--- config.mk ---
export PLATFORM = sky130hd
export DESIGN_NAME = mem_port_arbiter_flat
export DESIGN_NICKNAME = d
export VERILOG_FILES = /design/src/rtl/mem_port_arbiter_if.sv /design/src/rtl/mem_port_arbiter.sv /design/src/flat_wrapper.sv
export SDC_FILE = /design/constraint.sdc
export NUM_CORES = 1
export LEC_CHECK = 0
export CORE_ASPECT_RATIO = 1.4
export CORE_MARGIN = 1.5
export CORE_UTILIZATION = 42
export CTS_CLUSTER_SIZE = 25
export DETAILED_ROUTE_END_ITERATION = 16
export PLACE_DENSITY = 0.85
export SLEW_MARGIN = 15
export SYNTH_ARGS = -nofsm -noshare
export SYNTH_HDL_FRONTEND = slang
export SYNTH_SLANG_ARGS = --single-unit
--- constraint.sdc ---
create_clock -name clk -period 3.6 [get_ports clk]
set_clock_uncertainty 0.05 [all_clocks]
set_input_delay 0.36 -clock clk [delete_from_list [all_inputs] [get_ports clk]]
set_output_delay 0.36 -clock clk [all_outputs]
set_load 0.02 [all_outputs]
--- src/rtl/mem_port_arbiter_if.sv ---
// Bus bundle between the fetch requester, the data requester, the arbiter
// and the single-ported memory. The arbiter takes the slave view; the
// requesters plus the memory together form the master view.
interface mem_port_arbiter_if #(
  parameter int ADDR_W = 32,
  parameter int DATA_W = 32
);
  logic              if_req;
  logic [ADDR_W-1:0] if_addr;
  logic              if_ready;
  logic              if_rvalid;
  logic [DATA_W-1:0] if_rdata;

  logic              d_req;
  logic              d_we;
  logic [ADDR_W-1:0] d_addr;
  logic [DATA_W-1:0] d_wdata;
  logic              d_ready;
  logic              d_rvalid;
  logic [DATA_W-1:0] d_rdata;

  logic              mem_en;
  logic              mem_we;
  logic [ADDR_W-1:0] mem_addr;
  logic [DATA_W-1:0] mem_wdata;
  logic [DATA_W-1:0] mem_rdata;

  modport slave (
    input  if_req, if_addr,
    input  d_req, d_we, d_addr, d_wdata,
    input  mem_rdata,
    output if_ready, if_rvalid, if_rdata,
    output d_ready, d_rvalid, d_rdata,
    output mem_en, mem_we, mem_addr, mem_wdata
  );

  modport master (
    output if_req, if_addr,
    output d_req, d_we, d_addr, d_wdata,
    output mem_rdata,
    input  if_ready, if_rvalid, if_rdata,
    input  d_ready, d_rvalid, d_rdata,
    input  mem_en, mem_we, mem_addr, mem_wdata
  );
endinterface

--- src/rtl/mem_port_arbiter.sv ---
// mem_port_arbiter: shares one single-ported memory between instruction
// fetch and the MEM-stage data port. One transaction in flight at a time:
// IDLE/DONE accept, ISSUE strobes the memory, WAIT covers the memory
// latency, DONE returns the response pulse. Data has priority over fetch.
//
// Optional feature macro: MEM_ARB_STARVE_GUARD_EN
//   defined   - after STARVE_LIMIT consecutive data grants while fetch is
//               waiting, the next contested grant goes to fetch.
//   undefined - strict data priority, no starvation counter.
module mem_port_arbiter #(
  parameter int ADDR_W       = 32,
  parameter int DATA_W       = 32,
  parameter int MEM_LATENCY  = 1,
  parameter int STARVE_LIMIT = 4
) (
  input logic               clk,
  input logic               rst,
  mem_port_arbiter_if.slave bus
);

  localparam bit CFG_OK = (MEM_LATENCY >= 1) && (MEM_LATENCY <= 4) &&
                          (STARVE_LIMIT >= 1) && (STARVE_LIMIT <= 15) &&
                          (ADDR_W >= 1) && (DATA_W >= 1);

  if (!CFG_OK) begin : g_bad_cfg
    $error("mem_port_arbiter: MEM_LATENCY must be 1..4 and STARVE_LIMIT 1..15");
  end

  typedef enum logic [1:0] {
    IDLE  = 2'd0,
    ISSUE = 2'd1,
    WAIT  = 2'd2,
    DONE  = 2'd3
  } state_t;

  state_t            state_q;
  logic [2:0]        latCnt_q;
  logic              ownerData_q;
  logic              memEn_q;
  logic              memWe_q;
  logic [ADDR_W-1:0] memAddr_q;
  logic [DATA_W-1:0] memWdata_q;
  logic              ifRvalid_q;
  logic [DATA_W-1:0] ifRdata_q;
  logic              dRvalid_q;
  logic [DATA_W-1:0] dRdata_q;

  logic canAccept;
  logic starveHit;
  logic grantIf;
  logic grantD;

`ifdef MEM_ARB_STARVE_GUARD_EN
  logic [3:0] starveCnt_q;
  logic [3:0] starveCnt_d;
  assign starveHit = (starveCnt_q == 4'(STARVE_LIMIT));
`else
  assign starveHit = 1'b0;
`endif

  // Grant selection: only in IDLE/DONE, data wins a contest unless the
  // starvation guard has hit its limit; ready is held low while in reset
  // because a reset edge never accepts anything.
  always_comb begin
    canAccept = !rst && ((state_q == IDLE) || (state_q == DONE));
    grantIf   = 1'b0;
    grantD    = 1'b0;
    if (canAccept) begin
      if (bus.d_req && !(bus.if_req && starveHit)) begin
        grantD = 1'b1;
      end else if (bus.if_req) begin
        grantIf = 1'b1;
      end
    end
  end

  assign bus.if_ready  = grantIf;
  assign bus.d_ready   = grantD;
  assign bus.mem_en    = memEn_q;
  assign bus.mem_we    = memWe_q;
  assign bus.mem_addr  = memAddr_q;
  assign bus.mem_wdata = memWdata_q;
  assign bus.if_rvalid = ifRvalid_q;
  assign bus.if_rdata  = ifRdata_q;
  assign bus.d_rvalid  = dRvalid_q;
  assign bus.d_rdata   = dRdata_q;

  // Transaction FSM with registered memory strobes and response outputs;
  // the latency counter holds the WAIT cycles still to go minus one, so
  // the capture happens on the edge where it has reached zero.
  always_ff @(posedge clk) begin
    if (rst) begin
      state_q     <= IDLE;
      latCnt_q    <= '0;
      ownerData_q <= 1'b0;
      memEn_q     <= 1'b0;
      memWe_q     <= 1'b0;
      memAddr_q   <= '0;
      memWdata_q  <= '0;
      ifRvalid_q  <= 1'b0;
      ifRdata_q   <= '0;
      dRvalid_q   <= 1'b0;
      dRdata_q    <= '0;
    end else begin
      memEn_q    <= 1'b0;
      ifRvalid_q <= 1'b0;
      dRvalid_q  <= 1'b0;
      unique case (state_q)
        IDLE, DONE: begin
          if (grantIf || grantD) begin
            state_q     <= ISSUE;
            memEn_q     <= 1'b1;
            ownerData_q <= grantD;
            memAddr_q   <= grantD ? bus.d_addr : bus.if_addr;
            memWe_q     <= grantD && bus.d_we;
            memWdata_q  <= grantD ? bus.d_wdata : '0;
          end else begin
            state_q    <= IDLE;
            memWe_q    <= 1'b0;
            memAddr_q  <= '0;
            memWdata_q <= '0;
          end
        end
        ISSUE: begin
          state_q  <= WAIT;
          latCnt_q <= 3'(MEM_LATENCY - 1);
        end
        WAIT: begin
          if (latCnt_q == 3'd0) begin
            state_q <= DONE;
            if (ownerData_q) begin
              dRvalid_q <= 1'b1;
              dRdata_q  <= memWe_q ? '0 : bus.mem_rdata;
            end else begin
              ifRvalid_q <= 1'b1;
              ifRdata_q  <= bus.mem_rdata;
            end
          end else begin
            latCnt_q <= latCnt_q - 3'd1;
          end
        end
        default: state_q <= IDLE;
      endcase
    end
  end

`ifdef MEM_ARB_STARVE_GUARD_EN
  // Starvation counter next state: counts data wins over a waiting fetch,
  // cleared by a fetch grant or by an accept window with no fetch pending.
  always_comb begin
    starveCnt_d = starveCnt_q;
    if (grantIf) begin
      starveCnt_d = '0;
    end else if (grantD && bus.if_req) begin
      starveCnt_d = starveCnt_q + 4'd1;
    end else if (!bus.if_req && canAccept) begin
      starveCnt_d = '0;
    end
  end

  // Starvation counter register.
  always_ff @(posedge clk) begin
    if (rst) begin
      starveCnt_q <= '0;
    end else begin
      starveCnt_q <= starveCnt_d;
    end
  end
`endif

endmodule

--- src/flat_wrapper.sv ---
// flat-port wrapper written by rule: the top's interface ports become plain ports
module mem_port_arbiter_flat 
#(
  parameter int ADDR_W       = 32,
  parameter int DATA_W       = 32,
  parameter int MEM_LATENCY  = 1,
  parameter int STARVE_LIMIT = 4
)
  (clk, rst, bus_if_req, bus_if_addr, bus_d_req, bus_d_we, bus_d_addr, bus_d_wdata, bus_mem_rdata, bus_if_ready, bus_if_rvalid, bus_if_rdata, bus_d_ready, bus_d_rvalid, bus_d_rdata, bus_mem_en, bus_mem_we, bus_mem_addr, bus_mem_wdata);
  mem_port_arbiter_if #(.ADDR_W(ADDR_W), .DATA_W(DATA_W)) bus_i ();
  input logic clk;
  input logic rst;
  input wire logic [$bits(bus_i.if_req)-1:0] bus_if_req;
  input wire logic [$bits(bus_i.if_addr)-1:0] bus_if_addr;
  input wire logic [$bits(bus_i.d_req)-1:0] bus_d_req;
  input wire logic [$bits(bus_i.d_we)-1:0] bus_d_we;
  input wire logic [$bits(bus_i.d_addr)-1:0] bus_d_addr;
  input wire logic [$bits(bus_i.d_wdata)-1:0] bus_d_wdata;
  input wire logic [$bits(bus_i.mem_rdata)-1:0] bus_mem_rdata;
  output wire logic [$bits(bus_i.if_ready)-1:0] bus_if_ready;
  output wire logic [$bits(bus_i.if_rvalid)-1:0] bus_if_rvalid;
  output wire logic [$bits(bus_i.if_rdata)-1:0] bus_if_rdata;
  output wire logic [$bits(bus_i.d_ready)-1:0] bus_d_ready;
  output wire logic [$bits(bus_i.d_rvalid)-1:0] bus_d_rvalid;
  output wire logic [$bits(bus_i.d_rdata)-1:0] bus_d_rdata;
  output wire logic [$bits(bus_i.mem_en)-1:0] bus_mem_en;
  output wire logic [$bits(bus_i.mem_we)-1:0] bus_mem_we;
  output wire logic [$bits(bus_i.mem_addr)-1:0] bus_mem_addr;
  output wire logic [$bits(bus_i.mem_wdata)-1:0] bus_mem_wdata;
  assign bus_i.if_req = bus_if_req;
  assign bus_i.if_addr = bus_if_addr;
  assign bus_i.d_req = bus_d_req;
  assign bus_i.d_we = bus_d_we;
  assign bus_i.d_addr = bus_d_addr;
  assign bus_i.d_wdata = bus_d_wdata;
  assign bus_i.mem_rdata = bus_mem_rdata;
  assign bus_if_ready = bus_i.if_ready;
  assign bus_if_rvalid = bus_i.if_rvalid;
  assign bus_if_rdata = bus_i.if_rdata;
  assign bus_d_ready = bus_i.d_ready;
  assign bus_d_rvalid = bus_i.d_rvalid;
  assign bus_d_rdata = bus_i.d_rdata;
  assign bus_mem_en = bus_i.mem_en;
  assign bus_mem_we = bus_i.mem_we;
  assign bus_mem_addr = bus_i.mem_addr;
  assign bus_mem_wdata = bus_i.mem_wdata;
  mem_port_arbiter #(.ADDR_W(ADDR_W), .DATA_W(DATA_W), .MEM_LATENCY(MEM_LATENCY), .STARVE_LIMIT(STARVE_LIMIT)) u_core (.clk(clk), .rst(rst), .bus(bus_i));
endmodule
==> flow_summary.ini, run 1 <==
[clock_network]
post-cts-setup-buffers = 0
cts_buffer_depth = 2
cts_sinks = 138
cts_resized = 0
cts_tree = yes
clk_latency_ns = 0.40
ctsRootBufferMaster = clkbuf_16
cts.clk_slew.worst_paths_ns = 0.06
htreeDepth = 4
cts_made_buffers = 17
ctsHoldBuffers = 0

[place]
place_ws_ns = 0.744
port_buffers = 266
hpwl_um = 11800
gp_congestion = 0.747

[global_routing]
grt_pass1_wl_um = 25000
grt_usage_pct = 25.8
first_global_vias = 5093
grt_max_degree = 53
antenna_found_initial = 0
grt_remaining_overflow = 0

[timing]
slew_viol_final = 0
hold_ws_ns = 0.384
setup_tns_ns = 0
max_freq_ghz = 0.339
worst_pin_slew_ns = 1.08
hold_violations = 0
period_share_pct = 81.9
setup_viol = 0
setup_slack_ns = 0.652
min_period_ns = 2.95
rsz0062_at_grt = no
timing.slew.headroom_pct = 27.7

[critical_path]
r2r_cells = 6
slowest_stage = clkdlybuf4s50_1
r2r_slack_ns = 1.34
worst_ep_required_time_ns = 3.19
crit_type = reg2out
cp-end-kind = primary output
critical_path.max_stage_delay_ns = 0.76
crit_family = buffers and inverters
worstPathMaxFanout = 15
path_buf_inv = 2
r2r_start = u_core.latCnt_q[0]$_SDFFE_PP0P_
r2r-end = u_core.bus.d_rdata[9]$_SDFFE_PP0P_
worstSetupStartpointType = flop
critPathArrivalTime_ns = 2.54
cp_cell_sequence = inv_1 -> ha_1 -> nor4bb_4 -> clkdlybuf4s50_1

[worst_hold_path]
min_path_cells = 2
hold_class = reg2reg
min_from = u_core.bus.mem_addr[25]$_SDFFE_PP0N_
hold_end = u_core.bus.mem_addr[25]$_SDFFE_PP0N_

[yosys]
ys_seq_area_share_pct = 55.7
ys_warn_count = 0
syn_area_sq_um = 4960
ys_seq_elements = 138
async_flop_share_pct = 0
synth_largest_area_cell = dfxtp_1
synth_cells = 552
syn_nets = 688
yosys.area.top_type_share_pct = 55.7
synth_area_leaders = dfxtp_1 (56%), nand2_1 (10%), a21oi_1 (7.5%)
synth_ff_type = dfxtp_1
synthDistinctLibCells = 30
synth_edf_count = 0
postSynthAreaPerCell_sq_um = 8.98

[cells_and_area]
regArea_sq_um = 2760
diodes = 0
layout.nets = 939
area_growth_pct = 67.7
multiInputGateArea_sq_um = 1970
fillerInstances = 807
drive_gt1_share_pct = 5.64

[power_and_ir_drop]
switching_share_pct = 24.9
internal_power_mw = 3.35
power_leakage_nw = 3.16
power_per_cell_area_nw_per_um2 = 537
power_frac_seq_pct = 38.2
switching_power_mw = 1.11
p_clk_share_pct = 43.2
ir_drop_v = 0.000329
combinationalPowerShare_pct = 18.6

[route]
first_iter_violations = 219
wl_per_cell_um = 17.0
routed_wl_um = 16300
ant_nets = 0
firstDrtPassIters = 5
post-route-drc-count = 0
viasPerCell = 5.20
num_vias = 4987

[floorplanning]
fp.dieArea_sq_um = 12500
rows = 46
fp.dieW_um = 94.8
fp.dieH_um = 132
initial_utilization_pct = 43.5
fp.coreArea_sq_um = 11400
ios = 267

[flow_run]
drv_cap = 0

[outcome]
outcome = finished, final reports clean
==> worst reg2reg max path: cells and delay by family (launching register included) <==
family	cells	cell delay, ns
AND/OR/NAND/NOR	2	1.02
adder cells (fa/ha/maj)	2	0.44
flip-flops	1	0.32
AO/OA/AOI/OAI	1	0.31
buffers and inverters	1	0.06
==> cell families (layout without fill, tap and decap cells) <==
group / after synthesis / count (layout) / share of synthesized area, %
and+or+nand+nor: 225 / 225 / 20.6
buffers and inverters: 46 / 309 / 4.84
adders and majority gates: 3 / 3 / 0.757
AOI/OAI and AO/OA: 140 / 140 / 18.1
DFF: 138 / 138 / 55.7
==> power groups by stage <==
stage	clock network [mW]	registers [mW]	logic (mW)
floorplan	0	1.86	0.266
global placement	0	1.73	0.804
detailed placement	0	1.74	0.826
CTS	1.95	1.70	0.835
global route	2.02	1.72	0.884
finish	1.93	1.70	0.829
==> final cells by class <==
class / count / area share [%]
sequential: 138 / 33.2
timing repair buffer: 273 / 32.6
multi-input combinational: 368 / 23.8
clock buffer: 21 / 5.78
clock inverter: 10 / 2.24
tap: 144 / 2.17
inverter: 5 / 0.226
==> through the flow <==
step	instance area [sq um]	power (mW)	util (%)	std cells
final	8310	4.46	72.9	959
after global placement	7640	2.53	67.1	928
after CTS	8310	4.49	72.9	959
after floorplan	4960	2.12	-	552
after detailed placement	7640	2.56	67.1	928
after global routing	8310	4.62	72.9	959
==> flip-flops by register name, indices dropped and copies added (netlist names), 2 cells and up <==
signal and cells:
u_core.bus.d_rdata 32, u_core.bus.if_rdata 32, u_core.bus.mem_addr 32, u_core.bus.mem_wdata 32, u_core.latCnt_q 3, u_core.state_q 2
==> synth_stat cells, drive strengths merged, types with 2 or more instances <==
master,n
a22o,26
dfxtp,138
or3,3
nor2,38
buf,26
clkbuf,15
a21oi,74
and2,2
nand3b,7
ha,3
and3b,2
a22oi,32
nand2,135
inv,5
nor2b,33
o21ai,3
==> per-layer routing <==
metal	wire [um]	GRT usage [%]	vias to the layer above
met5	0	0	-
met3	1260	8.10	38
met1	5530	23.9	2351
met4	440	11.5	0
met2	9110	49.2	234
li1	-	-	2364
==> placed cells by master (no fill, tap or decap), types with 7 or more instances in the layout <==
cell | Yosys | layout
clkdlybuf4s50_1 | 0 | 265
dfxtp_1 | 138 | 138
nand2_1 | 135 | 135
a21oi_1 | 74 | 74
nor2_1 | 37 | 36
nor2b_1 | 33 | 33
a22oi_1 | 32 | 32
a22o_1 | 26 | 26
clkbuf_16 | 0 | 17
nand3b_1 | 7 | 7
buf_4 | 3 | 7
==> how the worst max path moves through the flow <==
stage                                   startpoint            to  slack (ns)  depth (start not counted)
detailed placement                       bus_d_req  bus_if_ready        0.74                          3
global route        u_core.state_q[0]$_SDFFE_PP0P_  bus_if_ready        0.51                          4
finish              u_core.state_q[0]$_SDFFE_PP0P_  bus_if_ready        0.65                          4
global placement                         bus_d_req  bus_if_ready        0.80                          3
floorplan           u_core.state_q[0]$_SDFFE_PP0P_  bus_if_ready        1.85                          6
CTS                 u_core.state_q[0]$_SDFFE_PP0P_  bus_if_ready        0.64                          4
No activity file was read; power rests on OpenSTA's default activity.
==> run 2, diff against run 1 <==
--- a/config.mk
+++ b/config.mk
@@ -7,10 +7,10 @@
 export LEC_CHECK = 0
 export CORE_ASPECT_RATIO = 1.4
 export CORE_MARGIN = 1.5
-export CORE_UTILIZATION = 42
+export CORE_UTILIZATION = 39
 export CTS_CLUSTER_SIZE = 25
 export DETAILED_ROUTE_END_ITERATION = 16
-export PLACE_DENSITY = 0.85
+export PLACE_DENSITY = 0.8
 export SLEW_MARGIN = 15
 export SYNTH_ARGS = -nofsm -noshare
 export SYNTH_HDL_FRONTEND = slang
==> constraint.sdc (replaced) <==
create_clock -name clk -period 2.85 [get_ports clk]
set_clock_uncertainty 0.05 [all_clocks]
set_input_delay 0.285 -clock clk [delete_from_list [all_inputs] [get_ports clk]]
set_output_delay 0.285 -clock clk [all_outputs]
set_load 0.02 [all_outputs]
==> flow_summary.ini, run 2 (synthesis gave the netlist of run 1 again) <==
[timing]
hold_ws_ns = 0.186
setup_tns_ns = 0
setup_slack_ns = 0.135
min_period_ns = 2.72
setup_viol = 0
slew_viol_final = 0
hold_violations = 0
max_freq_ghz = 0.368
worst_pin_slew_ns = 1.05
period_share_pct = 95.3
rsz0062_at_grt = no
timing.slew.headroom_pct = 29.8

[critical_path]
crit_end = bus_d_ready
cp-end-kind = primary output
critPathArrivalTime_ns = 2.38
crit_type = reg2out
r2r-end = u_core.bus.d_rdata[17]$_SDFFE_PP0P_
critical_path.max_stage_delay_ns = 0.64
cp-startpoint = u_core.state_q[0]$_SDFFE_PP0P_
worst_ep_required_time_ns = 2.52
worstPathMaxFanout = 45
r2r_start = u_core.latCnt_q[0]$_SDFFE_PP0P_
cp_cell_sequence = inv_1 -> ha_1 -> buf_4 -> and3b_1 -> clkdlybuf4s50_1
slowest_stage = clkdlybuf4s50_1
r2r_slack_ns = 0.59
worstSetupStartpointType = flop
r2r_cells = 6

[place]
hpwl_um = 11200
place_ws_ns = 0.531
place_area_sq_um = 7670
gp_congestion = 0.830
dp.cells = 937
port_buffers = 266

[floorplanning]
fp.dieW_um = 98.3
fp.dieH_um = 136
initial_utilization_pct = 40.1
fp.dieArea_sq_um = 13400
fp.coreArea_sq_um = 12400
ios = 267
rows = 48

[clock_network]
ctsRootBufferMaster = clkbuf_16
cts_made_buffers = 17
htreeDepth = 4
cts_sinks = 138
cts_tree = yes
cts_resized = 0
post-cts-setup-buffers = 0
cts_buffer_depth = 2
cts.clk_slew.worst_paths_ns = 0.06
ctsHoldBuffers = 0
clk_latency_ns = 0.40

[cells_and_area]
final_cell_count_no_fill = 969
utilization_pct = 66.6
diodes = 0
layout.nets = 942
final_common_cell = clkdlybuf4s50_1
layout_common_cells = clkdlybuf4s50_1 (265), dfxtp_1 (138), nand2_1 (135)
area_growth_pct = 66.1
fin_area_sq_um = 8240
fillerInstances = 974
drive_gt1_share_pct = 5.98

[global_routing]
antenna_found_initial = 0
first_global_vias = 4863
grt_remaining_overflow = 0
grt_usage_pct = 21.9
grt_pass1_wl_um = 23300
grt_max_degree = 46

[power_and_ir_drop]
combinationalPowerShare_pct = 19.9
p_clk_share_pct = 39.3
switching_power_mw = 1.45
switching_share_pct = 27.5
power_mw = 5.26
internal_power_mw = 3.81
power_per_cell_area_nw_per_um2 = 639
power_leakage_nw = 3.12
power_frac_seq_pct = 40.8
ir_drop_v = 0.000370

[route]
viasPerCell = 5.06
ant_nets = 0
wl_met1_um = 5850
maxUsedRoutingLayer = met4
routed_wl_um = 15300
num_vias = 4900
met2_length_um = 8050
wl_per_cell_um = 15.8
post-route-drc-count = 0
firstDrtPassIters = 4
first_iter_violations = 192
wl_met3_um = 1120

[worst_hold_path]
hold_class = in2reg

[flow_run]
drv_cap = 0

[outcome]
outcome = finished, final reports clean
run 2: how the worst min path moves through the flow:
stage,startpoint,to,slack (ns),cells past startpoint
global placement,u_core.bus.mem_addr[11]$_SDFFE_PP0N_,u_core.bus.mem_addr[11]$_SDFFE_PP0N_,0.37,2
finish,rst,u_core.ownerData_q$_SDFFE_PP0P_,0.19,3
global route,rst,u_core.ownerData_q$_SDFFE_PP0P_,0.21,3
detailed placement,u_core.bus.mem_addr[18]$_SDFFE_PP0N_,u_core.bus.mem_addr[18]$_SDFFE_PP0N_,0.38,2
floorplan,bus_if_addr[0],u_core.bus.mem_addr[0]$_SDFFE_PP0N_,0.36,2
CTS,rst,u_core.ownerData_q$_SDFFE_PP0P_,0.18,3
run 2: worst max-delay path, delay by kind of cell, from the launching register on:
kind	cells	cell delay (ns)
fa+ha+maj	1	0.30
flops	1	0.33
buf+inv	3	1.09
simple gates	1	0.25
run 2: cell type report:
class | count | area (sq um) | area share, %
repair buffers | 276 | 2730 | 33.2
inverters | 5 | 18.8 | 0.228
flip-flops and latches | 138 | 2760 | 33.5
clock buffers | 18 | 439 | 5.33
clock inverters | 14 | 121 | 1.47
well taps | 150 | 188 | 2.28
multi-input cells | 368 | 1970 | 24.0
run 2: power groups by stage:
| stage | registers [mW] | clock network (mW) | logic, mW |
|---|---|---|---|
| after floorplan | 2.35 | 0 | 0.336 |
| after global placement | 2.18 | 0 | 1.03 |
| after detailed placement | 2.19 | 0 | 1.05 |
| after CTS | 2.15 | 2.10 | 1.05 |
| after global routing | 2.16 | 2.18 | 1.11 |
| final | 2.15 | 2.07 | 1.04 |
run 2: layer usage:
| layer | global-route usage, % | up-vias |
|---|---|---|
| li1 | - | 2367 |
| met1 | 22.7 | 2298 |
| met2 | 41.1 | 215 |
| met3 | 6.94 | 20 |
| met4 | 7.90 | 0 |
| met5 | 0 | - |
==> run 3, diff against run 2 <==
--- a/config.mk
+++ b/config.mk
@@ -5,6 +5,7 @@
 export SDC_FILE = /design/constraint.sdc
 export NUM_CORES = 1
 export LEC_CHECK = 0
+export ABC_CLOCK_PERIOD_IN_PS = 2850
 export CORE_ASPECT_RATIO = 1.4
 export CORE_MARGIN = 1.5
 export CORE_UTILIZATION = 39
==> results of run 3 <==
No change in the layout: final DEF, timing and power equal those of run 2.
